[src/rtl/uart_pkg.sv]
// Shared types and constants for the UART transmit scheduler and its arbiter.
package uart_pkg;

  typedef enum logic [1:0] {
    ST_IDLE   = 2'd0,
    ST_LAUNCH = 2'd1,
    ST_WAIT   = 2'd2,
    ST_GAP    = 2'd3
  } sched_state_e;

  localparam int UART_FRAME_CYCLES = 11;
  localparam int NUM_REQ_DEFAULT   = 4;

  // One counter serves both the timeout and the inter-frame gap.
  function automatic int cnt_width(input int timeout_cycles, input int gap_cycles);
    int m;
    m = (timeout_cycles > gap_cycles) ? timeout_cycles : gap_cycles;
    return $clog2(m + 1);
  endfunction

endpackage

[src/rtl/uart_tx_scheduler_if.sv]
// Requester and transmitter signals of the UART transmit scheduler.
// Handshake: a requester holds i_req_valid[k] and its byte until o_req_ack[k] pulses;
// o_tx_ready is a single-cycle launch and i_tx_done a single-cycle completion pulse.
interface uart_tx_scheduler_if import uart_pkg::*; #(
  parameter int NUM_REQ = NUM_REQ_DEFAULT
);
  localparam int IDW = $clog2(NUM_REQ);

  logic [NUM_REQ-1:0]   i_req_valid;
  logic [8*NUM_REQ-1:0] i_req_data;
  logic [NUM_REQ-1:0]   o_req_ack;
  logic [NUM_REQ-1:0]   o_req_done;
  logic                 o_err;
  logic [7:0]           o_tx_byte;
  logic                 o_tx_ready;
  logic                 i_tx_done;
  logic                 i_tx_active;
  logic [IDW-1:0]       o_grant_id;
  logic                 o_busy;
  sched_state_e         o_state;

  modport slave (
    input  i_req_valid, i_req_data, i_tx_done, i_tx_active,
    output o_req_ack, o_req_done, o_err, o_tx_byte, o_tx_ready, o_grant_id, o_busy, o_state
  );

  modport master (
    output i_req_valid, i_req_data, i_tx_done, i_tx_active,
    input  o_req_ack, o_req_done, o_err, o_tx_byte, o_tx_ready, o_grant_id, o_busy, o_state
  );

endinterface

[src/rtl/uart_rr_arbiter.sv]
// Round-robin requester selection: search starts at i_ptr and wraps NUM_REQ-1 -> 0.
module uart_rr_arbiter #(
  parameter int NUM_REQ = 4,
  parameter int IDW     = $clog2(NUM_REQ)
) (
  input  logic [NUM_REQ-1:0] i_req,
  input  logic [IDW-1:0]     i_ptr,
  output logic [NUM_REQ-1:0] o_grant,
  output logic [IDW-1:0]     o_idx,
  output logic               o_any
);

  logic [IDW:0] cand;

  always_comb begin
    o_grant = '0;
    o_idx   = '0;
    o_any   = 1'b0;
    cand    = '0;
    for (int i = 0; i < NUM_REQ; i++) begin
      cand = {1'b0, i_ptr} + (IDW+1)'(i);
      if (cand >= (IDW+1)'(NUM_REQ)) cand = cand - (IDW+1)'(NUM_REQ);
      if (!o_any && i_req[cand[IDW-1:0]]) begin
        o_any                   = 1'b1;
        o_idx                   = cand[IDW-1:0];
        o_grant[cand[IDW-1:0]]  = 1'b1;
      end
    end
  end

endmodule

[src/rtl/uart_tx_scheduler.sv]
// Shares one UART transmitter among NUM_REQ byte requesters: round-robin grant,
// single launch pulse, completion/timeout tracking and an enforced idle gap.
module uart_tx_scheduler import uart_pkg::*; #(
  parameter int NUM_REQ        = NUM_REQ_DEFAULT,
  parameter int GAP_CYCLES     = 2,
  parameter int TIMEOUT_CYCLES = 32
) (
  input  logic                clk,
  input  logic                reset_n,
  uart_tx_scheduler_if.slave  bus
);

  localparam int IDW      = $clog2(NUM_REQ);
  localparam int CW       = cnt_width(TIMEOUT_CYCLES, GAP_CYCLES);
  localparam int TO_LAST  = TIMEOUT_CYCLES - 1;
  localparam int GAP_LAST = (GAP_CYCLES > 0) ? GAP_CYCLES - 1 : 0;

  sched_state_e        state_q, state_d;
  logic [CW-1:0]       cnt_q, cnt_d;
  logic [IDW-1:0]      ptr_q, ptr_d;
  logic [7:0]          byte_q, byte_d;
  logic [IDW-1:0]      gid_q, gid_d;
  logic [NUM_REQ-1:0]  ack_q, ack_d;
  logic [NUM_REQ-1:0]  done_q, done_d;
  logic                err_q, err_d;
  logic                ready_q, ready_d;

  logic [NUM_REQ-1:0]  arb_grant;
  logic [IDW-1:0]      arb_idx;
  logic                arb_any;
  logic [IDW-1:0]      ptr_next;
  logic [7:0]          sel_byte;

  uart_rr_arbiter #(.NUM_REQ(NUM_REQ), .IDW(IDW)) u_arb (
    .i_req   (bus.i_req_valid),
    .i_ptr   (ptr_q),
    .o_grant (arb_grant),
    .o_idx   (arb_idx),
    .o_any   (arb_any)
  );

  assign ptr_next = (arb_idx == IDW'(NUM_REQ - 1)) ? '0 : arb_idx + 1'b1;

  always_comb begin
    sel_byte = '0;
    for (int k = 0; k < NUM_REQ; k++) begin
      if (arb_grant[k]) sel_byte = bus.i_req_data[8*k +: 8];
    end
  end

  always_comb begin
    state_d = state_q;
    cnt_d   = cnt_q;
    ptr_d   = ptr_q;
    byte_d  = byte_q;
    gid_d   = gid_q;
    ack_d   = '0;
    done_d  = '0;
    err_d   = 1'b0;
    ready_d = 1'b0;
    unique case (state_q)
      ST_IDLE: begin
        if (arb_any && !bus.i_tx_active) begin
          ack_d   = arb_grant;
          byte_d  = sel_byte;
          gid_d   = arb_idx;
          ptr_d   = ptr_next;
          state_d = ST_LAUNCH;
        end
      end
      ST_LAUNCH: begin
        ready_d = 1'b1;
        cnt_d   = '0;
        state_d = ST_WAIT;
      end
      ST_WAIT: begin
        // A completion arriving on the last timeout cycle still counts as success.
        if (bus.i_tx_done) begin
          done_d  = NUM_REQ'(1) << gid_q;
          cnt_d   = '0;
          state_d = (GAP_CYCLES == 0) ? ST_IDLE : ST_GAP;
        end else if (cnt_q == CW'(TO_LAST)) begin
          err_d   = 1'b1;
          cnt_d   = '0;
          state_d = (GAP_CYCLES == 0) ? ST_IDLE : ST_GAP;
        end else begin
          cnt_d = cnt_q + 1'b1;
        end
      end
      ST_GAP: begin
        if (cnt_q == CW'(GAP_LAST)) begin
          cnt_d   = '0;
          state_d = ST_IDLE;
        end else begin
          cnt_d = cnt_q + 1'b1;
        end
      end
      default: state_d = ST_IDLE;
    endcase
  end

  always_ff @(posedge clk or negedge reset_n) begin
    if (!reset_n) begin
      state_q <= ST_IDLE;
      cnt_q   <= '0;
      ptr_q   <= '0;
      byte_q  <= '0;
      gid_q   <= '0;
      ack_q   <= '0;
      done_q  <= '0;
      err_q   <= 1'b0;
      ready_q <= 1'b0;
    end else begin
      state_q <= state_d;
      cnt_q   <= cnt_d;
      ptr_q   <= ptr_d;
      byte_q  <= byte_d;
      gid_q   <= gid_d;
      ack_q   <= ack_d;
      done_q  <= done_d;
      err_q   <= err_d;
      ready_q <= ready_d;
    end
  end

  assign bus.o_req_ack  = ack_q;
  assign bus.o_req_done = done_q;
  assign bus.o_err      = err_q;
  assign bus.o_tx_byte  = byte_q;
  assign bus.o_tx_ready = ready_q;
  assign bus.o_grant_id = gid_q;
  assign bus.o_busy     = (state_q != ST_IDLE);
  assign bus.o_state    = state_q;

endmodule

[src/flat_wrapper.sv]
// flat-port wrapper written by rule: the top's interface ports become plain ports
module uart_tx_scheduler_flat import uart_pkg::*;
#(
  parameter int NUM_REQ        = NUM_REQ_DEFAULT,
  parameter int GAP_CYCLES     = 2,
  parameter int TIMEOUT_CYCLES = 32
)
  (clk, reset_n, bus_i_req_valid, bus_i_req_data, bus_i_tx_done, bus_i_tx_active, bus_o_req_ack, bus_o_req_done, bus_o_err, bus_o_tx_byte, bus_o_tx_ready, bus_o_grant_id, bus_o_busy, bus_o_state);
  uart_tx_scheduler_if #(.NUM_REQ(NUM_REQ)) bus_i ();
  input  logic clk;
  input  logic reset_n;
  input wire logic [$bits(bus_i.i_req_valid)-1:0] bus_i_req_valid;
  input wire logic [$bits(bus_i.i_req_data)-1:0] bus_i_req_data;
  input wire logic [$bits(bus_i.i_tx_done)-1:0] bus_i_tx_done;
  input wire logic [$bits(bus_i.i_tx_active)-1:0] bus_i_tx_active;
  output wire logic [$bits(bus_i.o_req_ack)-1:0] bus_o_req_ack;
  output wire logic [$bits(bus_i.o_req_done)-1:0] bus_o_req_done;
  output wire logic [$bits(bus_i.o_err)-1:0] bus_o_err;
  output wire logic [$bits(bus_i.o_tx_byte)-1:0] bus_o_tx_byte;
  output wire logic [$bits(bus_i.o_tx_ready)-1:0] bus_o_tx_ready;
  output wire logic [$bits(bus_i.o_grant_id)-1:0] bus_o_grant_id;
  output wire logic [$bits(bus_i.o_busy)-1:0] bus_o_busy;
  output wire logic [$bits(bus_i.o_state)-1:0] bus_o_state;
  assign bus_i.i_req_valid = bus_i_req_valid;
  assign bus_i.i_req_data = bus_i_req_data;
  assign bus_i.i_tx_done = bus_i_tx_done;
  assign bus_i.i_tx_active = bus_i_tx_active;
  assign bus_o_req_ack = bus_i.o_req_ack;
  assign bus_o_req_done = bus_i.o_req_done;
  assign bus_o_err = bus_i.o_err;
  assign bus_o_tx_byte = bus_i.o_tx_byte;
  assign bus_o_tx_ready = bus_i.o_tx_ready;
  assign bus_o_grant_id = bus_i.o_grant_id;
  assign bus_o_busy = bus_i.o_busy;
  assign bus_o_state = bus_i.o_state;
  uart_tx_scheduler #(.NUM_REQ(NUM_REQ), .GAP_CYCLES(GAP_CYCLES), .TIMEOUT_CYCLES(TIMEOUT_CYCLES)) u_core (.clk(clk), .reset_n(reset_n), .bus(bus_i));
endmodule
[config.mk]
export PLATFORM = sky130hd
export DESIGN_NAME = uart_tx_scheduler_flat
export DESIGN_NICKNAME = d
export VERILOG_FILES = /design/src/rtl/uart_pkg.sv /design/src/rtl/uart_tx_scheduler_if.sv /design/src/rtl/uart_rr_arbiter.sv /design/src/rtl/uart_tx_scheduler.sv /design/src/flat_wrapper.sv
export SDC_FILE = /design/constraint.sdc
export NUM_CORES = 1
export LEC_CHECK = 0
export ABC_CLOCK_PERIOD_IN_PS = 3700
export BUFFER_PORTS_ARGS = -buffer_cell sky130_fd_sc_hd__buf_2
export CAP_MARGIN = 5
export CORE_UTILIZATION = 45
export CTS_BUF_LIST = sky130_fd_sc_hd__clkbuf_4 sky130_fd_sc_hd__clkbuf_8
export DETAILED_ROUTE_END_ITERATION = 8
export PLACE_DENSITY_LB_ADDON = 0.1
export RECOVER_POWER = 50
export SYNTH_ARGS = -nofsm -noshare
export SYNTH_HDL_FRONTEND = slang
export SYNTH_HIERARCHICAL = 1
export SYNTH_SLANG_ARGS = --single-unit
[constraint.sdc]
create_clock -name clk -period 3.7 [get_ports clk]
set_input_delay 0.555 -clock clk [delete_from_list [all_inputs] [get_ports clk]]
set_output_delay 0.555 -clock clk [all_outputs]
set_load 0.03 [all_outputs]
==> impl_results.md, run 1 <==
- Outcome: finished, violations left
- Failing checks: capacitance limit, slew limit
- Die Wd: 67.5 um
- Psw: around 1.1 mW
- Post_cts resized: 0
- Worst R2R Start: u_core/ptr_q[1]
- H-tree levels: 2
- Slowest CP cell: dfrtp_1
- Unrepaired setup endpoints after global routing: false
- Vias in the first global route: about 1500
- Post-Syn Instances: ~200
- Crit path to: u_core/bus.o_tx_byte[7]
- Die Span Y: a little under 70 um
- Peak fanout along the critical path: 10
- Top-count cell post-synth: dfrtp_1
- Internal power: between 1 and 1.5 mW
- Num CTS Buffers: 5
- Critical Path AT: ~3.3 ns
- Pwr Total: roughly 2.2 mW
- Post-synth cell types: 41
- Setup violators final: 0
- Ant. Diodes: 0
- Setup Skew: between 0.006 and 0.007 ns
- Routed wire length: around 4300 um
- Final worst path period share: between 80% and 90%
- Synth Net Count: 251
- Setup crit start kind: flop
- Yosys warns: 6
- ANT nets after route: 0
- LEAKAGE: about 1.1 nW
- Clock Pin Slew Worst Setup and Hold Paths: 0.07 ns
- Area growth, synth to finish: 22.0%
- VDD IR max: between 400 and 500 uV
- Type of the worst setup path: flop to flop
- Post-Place Cells: 304
- Number of DRC markers in iteration 0: between 100 and 150
- Critical Path, Cell by Cell: inv_1 -> ha_1 -> mux4_2 -> nor4b_4 -> a22oi_1 -> o21ai_0 -> nor2b_1 -> buf_4 -> a221oi_1 -> a211o_1 -> a31oi_1
- Setup TNS: 0 ns
- Die area: approximately 0.0046 mm^2
- Dpl cell area: about 0.0023 mm^2
- Post-CTS setup buffer count: 0
- Endpoints failing hold: 0
- Synthesized area per cell: between 9 and 10 um^2
- Row cnt: 23
- PortBufs: between 60 and 70
- Root Driver: clkbuf_8
- Pwr/cell area: approximately 950 mW/mm^2
- Slew @ Worst Pin: approximately 1.6 ns
- Grt ovf: 0
- Dominant synthesized flop cell: dfrtp_1
- Global-route wire length before repair: between 6000 and 7000 um
- Synth top area cells: dfrtp_1 39%, ha_1 8.4%, nor2_1 3.9%
- Final WS setup: about 0.58 ns
- Commonest cells in the synthesized netlist: 30 x dfrtp_1, 20 x nor2_1, 17 x inv_1
- Register area share after synthesis: between 30% and 40%
- Layout Cells excl Fill: approximately 310
- Switching Share: a little under half
- Setup WS pre-CTS: 0.630 ns
- Comb power frac: about two thirds
- Async SR Flop Fraction: 100%
- Antenna violations before repair: 0
- # IOs: 63
- Fin nets: roughly 310
- Share of cells above drive strength 1: between 20% and 30%
- Clock Path Buffers: 2
- CTS tree: done
- Peak Freq: between 300 and 400 MHz
- DPL Wire Length: approximately 3100 um
- Slowest stage delay, CP: between 0.5 and 0.6 ns
- Vias per cell: between 5 and 6
- Part of the power in the clock network: 11.1%
- Largest net degree at the start of global routing: 31
- Routed via count: approximately 1700
- R2R depth: 11
- CP Capture Type: flop
- Mapped Area: 0.00193 mm^2
- Yosys reg bits: 30
- DR pass1 iterations: 4
- R2r setup slk: between 0.5 and 0.6 ns
- Drc violations: 0
- Max_cap viols: 1
- CP required: around 3.9 ns
- HP Class: flop to flop
- FILL cells: roughly 370
- DR WL/cell: ~14 um
- Total global-route track usage: 20.4%
- Post-CTS Hold Fix Bufs: 0
- Skew-Pair Late Insertion Delay: approximately 0.28 ns
- CP Launch Point: u_core/ptr_q[1]
- Core Box Area: approximately 0.0041 mm^2
- Finished Cell Area: approximately 0.0024 mm^2
- Synth top area share: about two fifths
- Final GP Congestion: approximately 0.83
- Clock tree sinks: 30
- Flop pwr share: about a quarter
- RR Endpoint: u_core/bus.o_tx_byte[7]
- Hold depth: 1
- Number of synthesized flops with an enable pin: 0
- Synth area leader: dfrtp_1
- Starting Density: roughly 48%
- Fin. max-slew vios: 31
- Rel. slew slack: -6.40%
- Min cycle time layout: 3.12 ns
cells by family after synthesis:
family,synth area share [%]
buffers and inverters,6.61
muxes,9.01
and+or+nand+nor,16.1
xor gates and xnor gates,0.907
DFF,38.9
AOI/OAI and AO/OA,20.1
adders and majority gates,8.43
area by class of cell:
cell class	instances	area, um^2	share of cell area, %
Clock buffer	5	68.8	2.92
Clock inverter	2	10.0	0.425
Inverter	17	63.8	2.71
Multi-Input combinational cell	139	1050	44.7
Sequential cell	30	751	31.9
Tap cell	50	62.6	2.66
Timing Repair Buffer	68	347	14.7
per-layer routing:
metal,up-vias,share of wire [%],routed length (um),GRT usage (%)
met5,-,0,0,0
met4,0,1.4,62,7.18
met3,6,4.7,203,4.22
met2,57,47,2010,32.7
met1,778,47,2010,27.0
li1,845,-,-,-
cells in the final DEF, fill, tap and decap left out, types with 2 or more instances in the layout:
| master | synthesis | routed |
|---|---|---|
| dfrtp_1 | 30 | 30 |
| mux4_2 | 2 | 2 |
| nor3_1 | 6 | 6 |
| inv_1 | 17 | 17 |
| o21ai_1 | 0 | 2 |
| nand2b_1 | 4 | 4 |
| nor2b_1 | 3 | 3 |
| and2_1 | 5 | 5 |
| buf_2 | 3 | 55 |
| nand2_1 | 15 | 15 |
| mux4_1 | 2 | 2 |
| clkbuf_1 | 7 | 7 |
| a22oi_1 | 8 | 8 |
| mux2_2 | 4 | 4 |
| a221oi_1 | 8 | 8 |
| nor2_1 | 20 | 20 |
| a31oi_1 | 8 | 8 |
| nand3_1 | 2 | 2 |
| o21ai_0 | 10 | 8 |
| a211o_1 | 8 | 8 |
| buf_4 | 0 | 6 |
| ha_1 | 13 | 13 |
| clkbuf_8 | 0 | 5 |
| clkinv_2 | 0 | 2 |
| mux2i_1 | 2 | 2 |
stage by stage:
stage | hold WS [ns] | utilization (%)
floorplan | 0.259 | -
global placement | 0.468 | 56.3
detailed placement | 0.464 | 56.3
CTS | 0.332 | 58.2
global route | 0.516 | 58.0
finish | 0.473 | 58.0
worst max-delay path, delay by kind of cell, from the launching register on:
family	cells	cell delay, ns
compound gates	5	0.81
fa+ha+maj	1	0.37
buf+inv	2	0.31
flops	1	0.52
mux	1	0.44
simple gates	2	0.58
power groups by stage:
stage | sequential [mW] | combinational, mW | clock [mW]
6_report | 0.530 | 1.45 | 0.248
5_1_grt | 0.551 | 1.58 | 0.268
3_5_place_dp | 0.539 | 1.45 | 0
3_3_place_gp | 0.535 | 1.44 | 0
4_1_cts | 0.532 | 1.46 | 0.255
2_1_floorplan | 0.696 | 0.961 | 0
flip-flops by register name (all words and copies together), names as in the netlist:
| register | flops |
|---|---|
| u_core/bus.o_state | 2 |
| u_core/bus.o_tx_byte | 8 |
| u_core/bus.o_err | 1 |
| u_core/bus.o_req_done | 4 |
| u_core/ptr_q | 2 |
| u_core/bus.o_req_ack | 4 |
| u_core/bus.o_grant_id | 2 |
| u_core/bus.o_tx_ready | 1 |
| u_core/cnt_q | 6 |
how the worst min path moves through the flow:
stage,start,endpoint
finish,u_core/bus.o_grant_id[1],u_core/bus.o_req_done[1]
global route,u_core/bus.o_grant_id[1],u_core/bus.o_req_done[0]
CTS,reset_n,u_core/bus.o_grant_id[0]
detailed placement,u_core/bus.o_grant_id[1],u_core/bus.o_req_done[1]
global placement,u_core/bus.o_grant_id[1],u_core/bus.o_req_done[1]
floorplan,reset_n,u_core/bus.o_err
No activity file was read; power rests on OpenSTA's default activity.
==> run 2: changes to the inputs <==
ABC_CLOCK_PERIOD_IN_PS = 3100   (was 3700)
clock period = 3.1 ns   (was 3.7 ns; I/O delays follow)
==> run 2 against run 1 <==
  * The flow still finishes with violations (capacitance limit, slew limit)
  * Via count up 0.53%
  * Non-clock buffer count up 1
  * Count of clock-buffer cells in the layout up 2
  * Largest cell class unchanged
  * Clock power up 32%
  * Critical path depth unchanged
  * Combinational power up 22%
  * Power up 22%
  * Highest routed layer unchanged
  * Wire length down 0.30%
==> impl_results.md, run 2 (synthesized netlist as in run 1, its figures left out) <==
- Clock Pin Slew Worst Setup and Hold Paths: 0.07 ns (about the same)
- Final WS setup: 0.244 ns (was 0.582 ns)
- Antenna violations before repair: 0 (unchanged)
- CP required: 3.30 ns (was 3.89 ns)
- LEAKAGE: 1.16 nW (was 1.15 nW)
- Post_cts resized: 0 (unchanged)
- # IOs: 63 (unchanged)
- Post-CTS Hold Fix Bufs: 0 (unchanged)
- Largest net degree at the start of global routing: 31 (unchanged)
- Setup violators final: 0 (unchanged)
- Final GP Congestion: 0.850 (was 0.829)
- Num CTS Buffers: 5 (unchanged)
- WHS Endpoint: u_core/bus.o_tx_byte[5] (was u_core/bus.o_req_done[1])
- Peak fanout along the critical path: 10 (unchanged)
- Routed via count: 1695 (was 1686)
- CTS tree: done (unchanged)
- Root Driver: clkbuf_8 (unchanged)
- R2r setup slk: 0.24 ns (was 0.58 ns)
- Outcome: finished, violations left (unchanged)
- PortBufs: 62 (unchanged)
- Min cycle time layout: 2.86 ns (was 3.12 ns)
- Area of the multi-input gates: 0.00105 mm^2 (unchanged)
- R2R depth: 11 (unchanged)
- Failing checks: capacitance limit, slew limit (unchanged)
- DPL Wire Length: 3140 um (was 3130 um)
- Endpoints failing hold: 0 (unchanged)
- Rel. slew slack: -10.9% (was -6.40%)
- Vias in the first global route: 1494 (was 1474)
- Post-CTS setup buffer count: 0 (unchanged)
- Setup TNS: 0 ns (unchanged)
- DR WL/cell: 13.7 um (was 13.8 um)
- Clock Path Buffers: 2 (unchanged)
- Global-route wire length before repair: 6820 um (was 6930 um)
- Core Box Area: 0.00406 mm^2 (unchanged)
- CP Capture Type: flop (unchanged)
- Vias per cell: 5.42 (about the same)
- Final worst path period share: 92.1% (was 84.3%)
- Fin. max-slew vios: 31 (unchanged)
- Slew @ Worst Pin: 1.66 ns (was 1.60 ns)
- Total global-route track usage: 20.2% (was 20.4%)
- H-tree levels: 2 (unchanged)
- Setup WS pre-CTS: 0.211 ns (was 0.630 ns)
- Worst R2R Start: u_core/ptr_q[0] (was u_core/ptr_q[1])
- Die area: 0.00456 mm^2 (unchanged)
- Row cnt: 23 (unchanged)
- Fin util: 58.6% (was 58.0%)
- Die Wd: 67.5 um (unchanged)
- Critical Path AT: 3.05 ns (was 3.31 ns)
- ANT nets after route: 0 (unchanged)
- Max reg flops: 8 (unchanged)
- Routed wire length: 4270 um (was 4290 um)
- Most common cell after layout, fill and taps aside: buf_2 (unchanged)
- HP Class: input pin to flop (was flop to flop)
- Unrepaired setup endpoints after global routing: false (unchanged)
- Pwr/cell area: 1140 mW/mm^2 (was 948 mW/mm^2)
- FILL cells: 353 (was 367)
- DR pass1 iterations: 5 (was 4)
- Area growth, synth to finish: 23.3% (was 22.0%)
- Skew-Pair Late Insertion Delay: 0.28 ns (about the same)
- Peak Freq: 350 MHz (was 321 MHz)
- RR Endpoint: u_core/bus.o_tx_byte[5] (was u_core/bus.o_tx_byte[7])
- VDD IR max: 527 uV (was 418 uV)
- Setup Skew: 0.00819 ns (was 0.00700 ns)
- Grt ovf: 0 (unchanged)
- Type of the worst setup path: flop to flop (unchanged)
- Hold depth: 3 (was 1)
- Ant. Diodes: 0 (unchanged)
- Number of DRC markers in iteration 0: 87 (was 110)
- Setup crit start kind: flop (unchanged)
- Register Area: 751 um^2 (unchanged)
- Most frequent cells in the layout: 56 x buf_2, 30 x dfrtp_1, 20 x nor2_1, 17 x inv_1, 15 x nand2_1 (was 55 x buf_2, 30 x dfrtp_1, 20 x nor2_1, 17 x inv_1, 15 x nand2_1)
- Die Span Y: 67.5 um (unchanged)
- Fin nets: 315 (was 314)
- Drc violations: 0 (unchanged)
- HP Start: bus_i_req_data[29] (was u_core/bus.o_grant_id[1])
- Clock tree sinks: 30 (unchanged)
- Starting Density: 47.6% (unchanged)
- Share of cells above drive strength 1: 30.4% (was 29.5%)
- Max_cap viols: 1 (unchanged)
## run 2: cell types whose count changed in the layout (fill, tap and decap cells not counted)
cell / delta
buf_2: +1
buf_4: +1
clkbuf_1: -1
clkbuf_4: +1
clkbuf_8: +1
clkinv_2: -1
## run 2: layout make-up
type                       instances  share of cell area, %
timing repair buffer              69                   14.9
sequential                        30                   31.5
multi-input combinational        139                   44.2
clock inverter                     1                  0.210
clock buffer                       7                   3.79
inverter                          17                   2.68
tap                               50                   2.63
## run 2: how the worst max path moves through the flow
stage                     slack (ns)  cells after the start                       to            start
final                           0.24                     11  u_core/bus.o_tx_byte[5]  u_core/ptr_q[0]
after global routing           0.003                     11  u_core/bus.o_tx_byte[2]  u_core/ptr_q[0]
after CTS                       0.19                     11  u_core/bus.o_tx_byte[7]  u_core/ptr_q[0]
after detailed placement        0.21                     11  u_core/bus.o_tx_byte[7]  u_core/ptr_q[0]
after global placement          0.28                     11  u_core/bus.o_tx_byte[5]  u_core/ptr_q[0]
after floorplan                 0.21                     13  u_core/bus.o_tx_byte[6]  u_core/ptr_q[0]
## run 2: where the power goes
| group | internal (mW) | total (mW) | switching [mW] | leakage, nW |
|---|---|---|---|---|
| Clock | 0.187 | 0.328 | 0.140 | 0.0517 |
| Combinational | 0.725 | 1.77 | 1.05 | 0.726 |
| Sequential | 0.526 | 0.615 | 0.0883 | 0.383 |
## run 2: routing by layer
metal	wire length (um)	track usage (%)	share of wire, %
met1	2060	28.1	48
met5	0	0	0
met4	33	7.18	0.77
met3	239	4.22	5.6
met2	1940	30.6	45
## run 2: worst max-delay path: stages (launching register included)
cell,delay [ns]
dfrtp_1,0.43
inv_1,0.09
ha_1,0.34
mux4_2,0.43
nor4b_4,0.38
a22oi_1,0.10
o21ai_0,0.14
nor2b_1,0.17
buf_4,0.16
a221oi_1,0.09
a211o_1,0.29
a31oi_1,0.16
## run 2: stage by stage
stage          hold slack [ns]  std cells  cell area (um^2)  power [mW]
2_1_floorplan            0.169        198              1930        1.98
5_1_grt                  0.459        313              2380        2.95
3_3_place_gp             0.463        305              2290        2.38
4_1_cts                  0.238        313              2390        2.74
3_5_place_dp             0.474        305              2290        2.39
6_report                 0.446        313              2380        2.71
